**src/rtl/obi_arbiter.sv**
```systemverilog
// Two-manager OBI arbiter with in-order response routing; OBI_ARB_ROUND_ROBIN_EN selects round-robin ties.
// Zero-cycle grant and response paths; issue stalls while the ID FIFO is full or s_gnt is low.
module obi_arbiter #(
   parameter int WIDTH           = 32,
   parameter int MAX_OUTSTANDING = 2
) (
   input  logic             clk,
   input  logic             rst_n,
   input  logic             m0_req,
   output logic             m0_gnt,
   input  logic [WIDTH-1:0] m0_addr,
   input  logic             m0_we,
   input  logic [3:0]       m0_be,
   input  logic [WIDTH-1:0] m0_wdata,
   output logic             m0_rvalid,
   output logic [WIDTH-1:0] m0_rdata,
   input  logic             m1_req,
   output logic             m1_gnt,
   input  logic [WIDTH-1:0] m1_addr,
   input  logic             m1_we,
   input  logic [3:0]       m1_be,
   input  logic [WIDTH-1:0] m1_wdata,
   output logic             m1_rvalid,
   output logic [WIDTH-1:0] m1_rdata,
   output logic             s_req,
   input  logic             s_gnt,
   output logic [WIDTH-1:0] s_addr,
   output logic             s_we,
   output logic [3:0]       s_be,
   output logic [WIDTH-1:0] s_wdata,
   input  logic             s_rvalid,
   input  logic [WIDTH-1:0] s_rdata
);

   localparam int PW = (MAX_OUTSTANDING > 1) ? $clog2(MAX_OUTSTANDING) : 1;
   localparam int CW = $clog2(MAX_OUTSTANDING + 1);

   logic [CW-1:0]              r_cnt;
   logic [PW-1:0]              r_rd_ptr;
   logic [PW-1:0]              r_wr_ptr;
   logic [MAX_OUTSTANDING-1:0] r_ids;
   logic                       r_lock;
   logic                       r_locked_id;

   logic w_sel;
   logic w_sel_req;
   logic w_full;
   logic w_hs;
   logic w_pop;
   logic w_head;
   logic w_tie_sel;

   // A depth-1 FIFO has a single slot, so its pointers never move.
   function automatic logic [PW-1:0] f_inc(input logic [PW-1:0] p);
      if (MAX_OUTSTANDING == 1) return '0;
      return p + 1'b1;
   endfunction

`ifdef OBI_ARB_ROUND_ROBIN_EN
   logic r_rr;

   assign w_tie_sel = r_rr;

   always_ff @(posedge clk or negedge rst_n) begin
      if (!rst_n)    r_rr <= 1'b0;
      else if (w_hs) r_rr <= ~w_sel;
   end
`else
   assign w_tie_sel = 1'b1;
`endif

   always_comb begin
      w_sel = 1'b0;
      if (r_lock)               w_sel = r_locked_id;
      else if (m0_req && m1_req) w_sel = w_tie_sel;
      else                      w_sel = m1_req;
   end

   assign w_sel_req = w_sel ? m1_req : m0_req;
   assign w_full    = (r_cnt == CW'(MAX_OUTSTANDING));
   assign w_hs      = s_req & s_gnt;
   assign w_pop     = s_rvalid & (r_cnt != '0);
   assign w_head    = r_ids[r_rd_ptr];

   assign s_req   = w_sel_req & ~w_full;
   assign s_addr  = w_sel ? m1_addr  : m0_addr;
   assign s_we    = w_sel ? m1_we    : m0_we;
   assign s_be    = w_sel ? m1_be    : m0_be;
   assign s_wdata = w_sel ? m1_wdata : m0_wdata;

   assign m0_gnt    = w_hs & ~w_sel;
   assign m1_gnt    = w_hs &  w_sel;
   assign m0_rvalid = w_pop & ~w_head;
   assign m1_rvalid = w_pop &  w_head;
   assign m0_rdata  = s_rdata;
   assign m1_rdata  = s_rdata;

   always_ff @(posedge clk or negedge rst_n) begin
      if (!rst_n) begin
         r_cnt       <= '0;
         r_rd_ptr    <= '0;
         r_wr_ptr    <= '0;
         r_ids       <= '0;
         r_lock      <= 1'b0;
         r_locked_id <= 1'b0;
      end else begin
         if (w_hs) begin
            r_ids[r_wr_ptr] <= w_sel;
            r_wr_ptr        <= f_inc(r_wr_ptr);
         end
         if (w_pop) r_rd_ptr <= f_inc(r_rd_ptr);
         if (w_hs && !w_pop)      r_cnt <= r_cnt + CW'(1);
         else if (!w_hs && w_pop) r_cnt <= r_cnt - CW'(1);
         // An issued address phase must stay put until the memory accepts it.
         if (w_hs) begin
            r_lock <= 1'b0;
         end else if (s_req) begin
            r_lock      <= 1'b1;
            r_locked_id <= w_sel;
         end
      end
   end

`ifndef SYNTHESIS
   always @(posedge clk) begin
      if (rst_n && s_rvalid)
         assert (r_cnt != '0)
         else $warning("obi_arbiter: s_rvalid with no outstanding transaction, dropped");
   end
`endif

endmodule

```
**config.mk**
```make
export PLATFORM = sky130hd
export DESIGN_NAME = obi_arbiter
export DESIGN_NICKNAME = d
export VERILOG_FILES = /design/src/rtl/obi_arbiter.sv
export SDC_FILE = /design/constraint.sdc
export NUM_CORES = 1
export LEC_CHECK = 0
export ABC_AREA = 1
export BUFFER_PORTS_ARGS = -buffer_cell sky130_fd_sc_hd__buf_4
export CORE_AREA = 2 2 122 124
export CTS_BUF_LIST = sky130_fd_sc_hd__clkbuf_8 sky130_fd_sc_hd__clkbuf_16
export CTS_CLUSTER_DIAMETER = 40
export CTS_CLUSTER_SIZE = 10
export DETAILED_ROUTE_END_ITERATION = 10
export DIE_AREA = 0 0 124 126
export PLACE_DENSITY = 0.42
export SKIP_LAST_GASP = 1
export SYNTH_ARGS = -nofsm -noshare
export SYNTH_HDL_FRONTEND = slang
export SYNTH_SLANG_ARGS = --single-unit
```
**constraint.sdc**
```tcl
create_clock -name clk -period 3.56 [get_ports clk]
set_input_delay 0.712 -clock clk [delete_from_list [all_inputs] [get_ports clk]]
set_output_delay 0.712 -clock clk [all_outputs]
set_load 0.05 [all_outputs]
```
==> impl_metrics.yaml, run 1 <==
pwr:
  p_seq_share_pct: 5.8
  powerDensity_mw_per_mm2: 923.8
  swShare_pct: 65.35
  pwr-share-clk_pct: 6.5
  power_frac_comb_pct: 87.8
  p_leak_nw: 1.960
  ir_drop_v: 0.0002760
  p_int_mw: 1.024
  switchingPower_mw: 1.931
finish:
  antenna_cells: 0
  fillers: 1673
  syn2layout_area_growth_pct: 75.07
  seq_area_um2: 200.2
  drive_gt1_share_pct: 47.64
  fin_nets: 666
  final_cell_mix: "nand2_1, buf_4, dfrtp_1"
  multi_input_comb_area_um2: 983.4
  final_cells: 671
placement:
  numPlacedInstances: 668
  port_buffers: 217
  hpwl_um: 7748
  gp_congestion: 0.7432
critical_path:
  worst_r2r_path_depth: 11
  start_kind: "input pin"
  cp-end-kind: "output pin"
  reg2reg_to: "r_cnt[1]"
  crit_type: "in2out"
  cp.required_ns: 2.85
  max_stage_delay_ns: 0.31
  crit_start: "m1_req"
  regToRegSetupSlack_ns: 1.82
  critPathBufInv: 4
  cp_max_fo: 24
  cp.arrival_ns: 1.93
  r2r_start: "r_lock"
  crit_slowest_cell: "buf_4"
  crit_chain: "buf_4, nand2_1, nand2_2, inv_2, buf_4, nand2_1, nand2_1, buf_4"
  critPathTopFamily: "buffers and inverters"
drt:
  viasPerCell: 3.706
  first_iter_violations: 85
  drc: 0
  wl_um: 8944
  drtAntennaViolNets: 0
  firstDrtPassIters: 4
  avgRoutedWirePerCell_um: 13.33
  vias: 2487
global_routing:
  grt_pass1_vias: 2406
  grtUsageMet3_pct: 3.533
  grt_max_degree: 39
  track_usage_pct: 10.30
  antenna_found_initial: 0
  grtUsageMet2_pct: 18.23
  grt.overflow.total: 0
  use_met1_pct: 11.47
  grt_pass1_wl_um: 12620
  grt_busiest_layer: "met2"
logic_synthesis:
  ys_seq_area_share_pct: 10.96
  synth_fa_ha_area_share_pct: 0.6849
  syn_inst: 342
  synth_top_area_cell: "nand2_1"
  ys_warn_count: 0
  yosysTopAreaCellShare_pct: 45.21
  synth_xor_area_share_pct: 1.438
  synth.distinct_cells: 21
  synthTopCellsByArea: "nand2_1, buf_4, dfrtp_1, buf_6, buf_2"
  synth_mux_area_share_pct: 0
  syn_nets: 519
  synthSimpleGateAreaFrac_pct: 50.34
  synth_top_family_by_area: "simple AND/OR/NAND/NOR gates"
  ys_ff_latch: 8
  syn_area_mm2: 0.001827
  syn_avg_cell_area_um2: 5.341
  synth_compound_area_share_pct: 1.370
floorplan:
  dieArea_mm2: 0.01562
  fp.dieH_um: 126
  die_w_um: 124
  start_util_pct: 12.76
  coreArea_mm2: 0.01431
  pin_count: 314
  row_count: 44
sta:
  fmax_mhz: 378.9
  drv_slew: 0
  hold_viol: 0
  period_share_pct: 74.13
  fin_skew_ns: 0.001191
  rsz0062_at_grt: "no"
  setup_viol: 0
  fin_tns_setup_ns: 0
  fin_hold_ws_ns: 0.2905
  worst_pin_slew_ns: 0.3871
  finalCriticalPeriod_ns: 2.639
  relSlewSlack_pct: 74.20
clock_tree:
  cts_buffer_depth: 2
  cts_tree: "done"
  htreeDepth: 1
  cts_num_sinks: 8
  cts_buffers: 3
  clk_pin_slew_ns: 0.04
  root_buffer: "clkbuf_16"
  cts_resized: 0
  clock_latency_ns: 0.23
  cts_setup_buffers: 0
  hold_buffers: 0
run_status:
  status: "complete, no violations"
worst_hold_path:
  min_path_type: "in2async"
job:
  maxCapViolations: 0
power groups by stage:
stage               clock, mW  combinational (mW)  sequential (mW)
finish                  0.191                2.59            0.171
global route            0.204                2.76            0.178
CTS                     0.195                2.62            0.171
detailed placement          0                2.62            0.172
global placement            0                2.61            0.170
floorplan                   0                2.05            0.164
cell type report:
type / instances / area share, %
inverter: 10 / 1.174
timing repair buffer: 221 / 52.27
sequential: 8 / 6.260
tap: 184 / 7.199
multi-input combinational: 245 / 30.75
clock buffer: 3 / 2.347
routing by layer:
layer	vias up	part of all wire, %
met5	-	0
met1	1080	36
met3	26	12
li1	1247	-
met2	134	50
met4	0	2.9
cell families after synthesis:
logic type / count (synthesis)
compound gates: 5
buf+inv: 89
fa+ha+maj: 1
flops: 8
xor+xnor: 3
simple gates: 236
worst max-delay path by stage:
stage,end,slack (ns),cells past startpoint
after floorplan,m0_gnt,0.82,6
after global placement,s_wdata[8],0.93,8
after detailed placement,s_wdata[8],0.88,8
after CTS,s_wdata[8],0.88,8
after global routing,s_wdata[8],0.81,8
final,s_wdata[8],0.92,8
state kept, by name (all words and copies together) (netlist names):
name / flops
r_cnt: 2
r_ids: 2
r_lock: 1
r_locked_id: 1
r_rd_ptr: 1
r_wr_ptr: 1
metrics by stage:
step | utilization (%) | area, um^2 | worst slack (ns) | power [mW]
after floorplan | - | 1827 | 0.8171 | 2.212
after global placement | 21.82 | 3123 | 0.9305 | 2.784
after detailed placement | 21.82 | 3123 | 0.8836 | 2.788
after CTS | 22.34 | 3198 | 0.8829 | 2.991
after global routing | 22.34 | 3198 | 0.8060 | 3.143
final | 22.34 | 3198 | 0.9209 | 2.954
Yosys cell counts:
master,count
o21ai_1,1
nand2_2,2
xor2_1,1
nor2_2,1
nand3b_1,1
buf_4,64
nor2_1,4
o21ai_0,3
inv_1,7
dfrtp_1,8
buf_2,7
nor2_4,1
nand4_1,4
nand3_1,2
nand2_1,220
xnor2_1,2
a21oi_1,1
or2_2,1
ha_1,1
buf_6,8
inv_2,3
Power figures use the tool's default switching activity.
==> run 2: changes to the inputs <==
--- a/config.mk
+++ b/config.mk
@@ -5,14 +5,14 @@
 export SDC_FILE = /design/constraint.sdc
 export NUM_CORES = 1
 export LEC_CHECK = 0
-export ABC_AREA = 1
+export ABC_AREA = 0
 export BUFFER_PORTS_ARGS = -buffer_cell sky130_fd_sc_hd__buf_4
-export CORE_AREA = 2 2 122 124
+export CORE_AREA = 2 2 123 125
 export CTS_BUF_LIST = sky130_fd_sc_hd__clkbuf_8 sky130_fd_sc_hd__clkbuf_16
 export CTS_CLUSTER_DIAMETER = 40
 export CTS_CLUSTER_SIZE = 10
 export DETAILED_ROUTE_END_ITERATION = 10
-export DIE_AREA = 0 0 124 126
+export DIE_AREA = 0 0 125 127
 export PLACE_DENSITY = 0.42
 export SKIP_LAST_GASP = 1
 export SYNTH_ARGS = -nofsm -noshare
==> constraint.sdc (replaced) <==
create_clock -name clk -period 2.25 [get_ports clk]
set_input_delay 0.45 -clock clk [delete_from_list [all_inputs] [get_ports clk]]
set_output_delay 0.45 -clock clk [all_outputs]
set_load 0.05 [all_outputs]
==> impl_metrics.yaml, run 2 <==
global_routing:
  grt.overflow.total: 0
  grt_max_degree: 40
  track_usage_pct: 8.257
  antenna_found_initial: 0
  grt_pass1_vias: 2341
  grt_pass1_wl_um: 11010
pwr:
  p_leak_nw: 1.926
  powerDensity_mw_per_mm2: 1876
  ir_drop_v: 0.0006725
  power_mw: 6.065
critical_path:
  start_kind: "flip-flop"
  worst_r2r_path_depth: 7
  r2r_start: "r_lock"
  cp_max_fo: 34
  cp.arrival_ns: 1.65
  cp-end-kind: "output pin"
  cp.required_ns: 1.80
  crit_type: "reg2out"
  reg2reg_to: "r_cnt[1]"
  regToRegSetupSlack_ns: 0.43
logic_synthesis:
  syn_nets: 504
  yosysTopAreaCellShare_pct: 44.54
  syn_area_mm2: 0.001753
  syn_avg_cell_area_um2: 5.361
  syn_inst: 327
  ys_ff_latch: 8
  synthTopCellsByArea: "nand2_1, buf_4, dfrtp_1, buf_2, o2111ai_4"
  synth_top_flop_cell: "dfrtp_1"
  synth_top_cells_by_count: "nand2_1, buf_4, buf_2, dfrtp_1"
  ys_seq_area_share_pct: 11.42
  synthArstFlopShare_pct: 100.0
  synth_most_common_cell: "nand2_1"
  synth_top_area_cell: "nand2_1"
  ys_warn_count: 0
  synth_edf_count: 0
  synth.distinct_cells: 25
finish:
  fin_nets: 651
  final_common_cell: "buf_4"
  final_cell_mix: "buf_4, nand2_1, dfrtp_1"
  top_regs: "r_cnt x2, r_ids x2"
  antenna_cells: 0
  drive_gt1_share_pct: 48.73
  syn2layout_area_growth_pct: 84.44
drt:
  avgRoutedWirePerCell_um: 11.20
  first_iter_violations: 69
  vias: 2428
  drc: 0
  drtAntennaViolNets: 0
  viasPerCell: 3.701
  wl_um: 7350
  firstDrtPassIters: 4
sta:
  hold_viol: 0
  finalCriticalPeriod_ns: 2.096
  fin_skew_ns: 0.001514
  worst_pin_slew_ns: 0.5250
  setup_viol: 0
  fmax_mhz: 477.2
  drv_slew: 0
  fin_tns_setup_ns: 0
  relSlewSlack_pct: 64.63
  rsz0062_at_grt: "no"
  period_share_pct: 93.14
  timing.final.ws_setup_ns: 0.1543
floorplan:
  dieArea_mm2: 0.01588
  fp.dieH_um: 127
  coreArea_mm2: 0.01442
  die_w_um: 125
  start_util_pct: 12.15
  pin_count: 314
  row_count: 44
worst_hold_path:
  min_path_type: "in2async"
clock_tree:
  root_buffer: "clkbuf_16"
  cts_buffers: 3
  cts_setup_buffers: 0
  cts_buffer_depth: 2
  cts_tree: "done"
  clock_latency_ns: 0.23
  htreeDepth: 1
  cts_resized: 0
  cts_num_sinks: 8
  hold_buffers: 0
  clk_pin_slew_ns: 0.04
job:
  maxCapViolations: 0
run_status:
  status: "complete, no violations"
placement:
  port_buffers: 217
  gp_congestion: 0.7858
  pre_cts_slack_ns: 0.2908
  hpwl_um: 6131
==> run 2: cell count changes in the layout (fill, tap and decap cells not counted), moves of 3 or more <==
| cell | before | now |
|---|---|---|
| nand2_1 | 220 | 208 |
| nand4_1 | 4 | 0 |
| buf_4 | 220 | 217 |
| inv_1 | 7 | 3 |
| buf_12 | 1 | 4 |
==> run 2: power by group <==
| part | internal [mW] | leakage [nW] | switching [mW] |
|---|---|---|---|
| Clock | 0.229 | 0.0370 | 0.0664 |
| Combinational | 1.65 | 1.80 | 3.83 |
| Sequential | 0.220 | 0.0939 | 0.0733 |
| Total | 2.09 | 1.93 | 3.97 |
==> run 2: cells by family after synthesis <==
logic type                 after synthesis  share of synthesized area [%]
muxes                                    1                         0.5710
AOI/OAI and AO/OA                       12                          5.567
xor gates and xnor gates                 5                          2.499
adders and majority gates                1                         0.7137
buffers and inverters                   83                          32.05
DFF                                      8                          11.42
and+or+nand+nor                        217                          47.18
==> run 2: worst max path at each step <==
| stage | start | endpoint | slack, ns | cells after the start |
|---|---|---|---|---|
| finish | r_lock | s_addr[5] | 0.15 | 6 |
| global route | r_lock | s_addr[9] | 0.06 | 6 |
| CTS | r_lock | s_addr[5] | 0.13 | 6 |
| detailed placement | m1_req | s_addr[5] | 0.29 | 7 |
| global placement | m1_req | s_addr[5] | 0.30 | 7 |
| floorplan | m1_req | m1_gnt | 0.13 | 5 |
==> run 2: metal layers <==
layer	track usage (%)	vias up	wire [um]
met2	14.45	179	3598
met3	3.266	20	991
li1	-	1214	-
met5	0	-	0
met1	9.211	1015	2605
met4	2.680	0	154
==> run 2: cell type report <==
cell class / count / area, um^2
Clock buffer: 3 / 75.07
Timing Repair Buffer: 221 / 1709
Tap cell: 184 / 230.2
Multi-Input combinational cell: 236 / 1003
Inverter: 4 / 15.01
Sequential cell: 8 / 200.2
Fill cell: 1659 / 11190
==> run 2: critical path, cell delays in order, from the launching register on <==
cell and delay, ns:
dfrtp_1 0.45, nand2_1 0.15, o21a_2 0.21, buf_12 0.21
nand2_1 0.07, nand2_1 0.11, buf_4 0.21
==> run 2: through the flow <==
| stage | hold WS (ns) | utilization [%] | std cells | cell area (um^2) |
|---|---|---|---|---|
| finish | 0.02918 | 22.42 | 656 | 3233 |
| global route | 0.03755 | 22.42 | 656 | 3233 |
| CTS | 0.03041 | 22.42 | 656 | 3233 |
| detailed placement | 0.2774 | 21.89 | 653 | 3158 |
| global placement | 0.2748 | 21.89 | 653 | 3158 |
| floorplan | 0.1544 | - | 327 | 1753 |
==> run 3: changes to the inputs <==
--- a/config.mk
+++ b/config.mk
@@ -7,13 +7,15 @@
 export LEC_CHECK = 0
 export ABC_AREA = 0
 export BUFFER_PORTS_ARGS = -buffer_cell sky130_fd_sc_hd__buf_4
+export CELL_PAD_IN_SITES_DETAIL_PLACEMENT = 0
+export CELL_PAD_IN_SITES_GLOBAL_PLACEMENT = 1
 export CORE_AREA = 2 2 123 125
 export CTS_BUF_LIST = sky130_fd_sc_hd__clkbuf_8 sky130_fd_sc_hd__clkbuf_16
 export CTS_CLUSTER_DIAMETER = 40
 export CTS_CLUSTER_SIZE = 10
 export DETAILED_ROUTE_END_ITERATION = 10
 export DIE_AREA = 0 0 125 127
-export PLACE_DENSITY = 0.42
+export PLACE_DENSITY = 0.72
 export SKIP_LAST_GASP = 1
 export SYNTH_ARGS = -nofsm -noshare
 export SYNTH_HDL_FRONTEND = slang
==> impl_metrics.yaml, run 3 (synthesis results as in run 2) <==
critical_path:
  max_stage_delay_ns: 0.44
  crit_slowest_cell: "dfrtp_1"
  crit_type: "reg2out"
  start_kind: "flip-flop"
  cp_max_fo: 37
  cp.arrival_ns: 1.61
  cp-end-kind: "output pin"
  cp.required_ns: 1.80
  cpMostUsedCell: "nand2_1"
  crit_chain: "nand2_1, o21a_2, buf_12, nand2_1, nand2_1, buf_4"
drt:
  avgRoutedWirePerCell_um: 11.32
  viasPerCell: 3.665
  drtAntennaViolNets: 0
  vias: 2404
  wl_um: 7428
  firstDrtPassIters: 4
  drc: 0
  first_iter_violations: 40
pwr:
  p_leak_nw: 1.926
  powerDensity_mw_per_mm2: 1870
  ir_drop_v: 0.0008324
sta:
  rsz0062_at_grt: "no"
  period_share_pct: 91.45
  setup_viol: 0
  drv_slew: 0
  fin_tns_setup_ns: 0
  worst_pin_slew_ns: 0.4524
  fmax_mhz: 486.0
  finalCriticalPeriod_ns: 2.058
  relSlewSlack_pct: 69.52
  hold_viol: 0
  timing.final.ws_setup_ns: 0.1925
  fin_hold_ws_ns: 0.02678
  fin_skew_ns: 0.003357
clock_tree:
  clock_latency_ns: 0.23
  cts_setup_buffers: 0
  clk_pin_slew_ns: 0.04
  cts_resized: 0
  htreeDepth: 1
  cts_num_sinks: 8
  cts_buffer_depth: 2
  root_buffer: "clkbuf_16"
  hold_buffers: 0
  cts_buffers: 3
  cts_tree: "done"
global_routing:
  grt.overflow.total: 0
  antenna_found_initial: 0
  grt_pass1_wl_um: 11230
  grt_pass1_vias: 2283
  grt_max_degree: 38
  track_usage_pct: 8.542
job:
  maxCapViolations: 0
floorplan:
  coreArea_mm2: 0.01442
  row_count: 44
  pin_count: 314
  dieArea_mm2: 0.01588
  fp.dieH_um: 127
  start_util_pct: 12.15
  die_w_um: 125
placement:
  placed_area_mm2: 0.003158
  pre_cts_slack_ns: 0.3202
  gp_congestion: 0.7061
  hpwl_um: 6064
  port_buffers: 217
finish:
  antenna_cells: 0
  final_cell_area_mm2: 0.003233
  final_common_cell: "buf_4"
  drive_gt1_share_pct: 48.73
  top_regs: "r_cnt x2, r_ids x2"
  final_cell_mix: "buf_4, nand2_1, dfrtp_1"
  syn2layout_area_growth_pct: 84.44
  fin_nets: 651
worst_hold_path:
  min_path_type: "in2async"
run_status:
  status: "complete, no violations"
-- run 3: worst paths after layout --
kind	from	endpoint	slack [ns]	depth (start not counted)
max in group asynchronous	rst_n	r_locked_id	2.09	1
min in group clk	r_cnt[1]	r_cnt[1]	0.48	1
worst max-delay path	r_lock	s_addr[12]	0.19	6
worst min register to register	r_cnt[1]	r_cnt[1]	0.48	1
worst min-delay path	rst_n	r_cnt[1]	0.03	1
worst max register to register	r_lock	r_cnt[1]	0.44	7
-- run 3: layout make-up --
cell class	instances	area (um^2)
Sequential cell	8	200.2
Timing Repair Buffer	221	1709
Fill cell	1652	11190
Clock buffer	3	75.07
Multi-Input combinational cell	236	1003
Inverter	4	15.01
Tap cell	184	230.2
-- run 3: per-stage QoR --
step / utilization, % / total power [mW] / std cells
3_5_place_dp: 21.89 / 5.804 / 653
4_1_cts: 22.42 / 6.122 / 656
2_1_floorplan: - / 4.346 / 327
5_1_grt: 22.42 / 6.440 / 656
6_report: 22.42 / 6.045 / 656
3_3_place_gp: 21.89 / 5.827 / 653
-- run 3: report_power, final --
group / leakage, nW / internal [mW] / switching (mW)
combinational: 1.80 / 1.65 / 3.81
sequential: 0.0939 / 0.220 / 0.0735
clock: 0.0370 / 0.229 / 0.0691
-- run 3: worst max-delay path: cells and delay by family (launching register included) --
family / cells / cell delay [ns]
AOI/OAI and AO/OA: 1 / 0.21
buffers and inverters: 2 / 0.41
DFF: 1 / 0.44
and+or+nand+nor: 3 / 0.29
-- run 3: layer usage --
metal / track usage, % / wire [um] / up-vias
li1: - / - / 1213
met1: 8.707 / 2465 / 983
met2: 15.82 / 3713 / 179
met3: 2.931 / 1001 / 29
met4: 3.791 / 248 / 0
met5: 0 / 0 / -
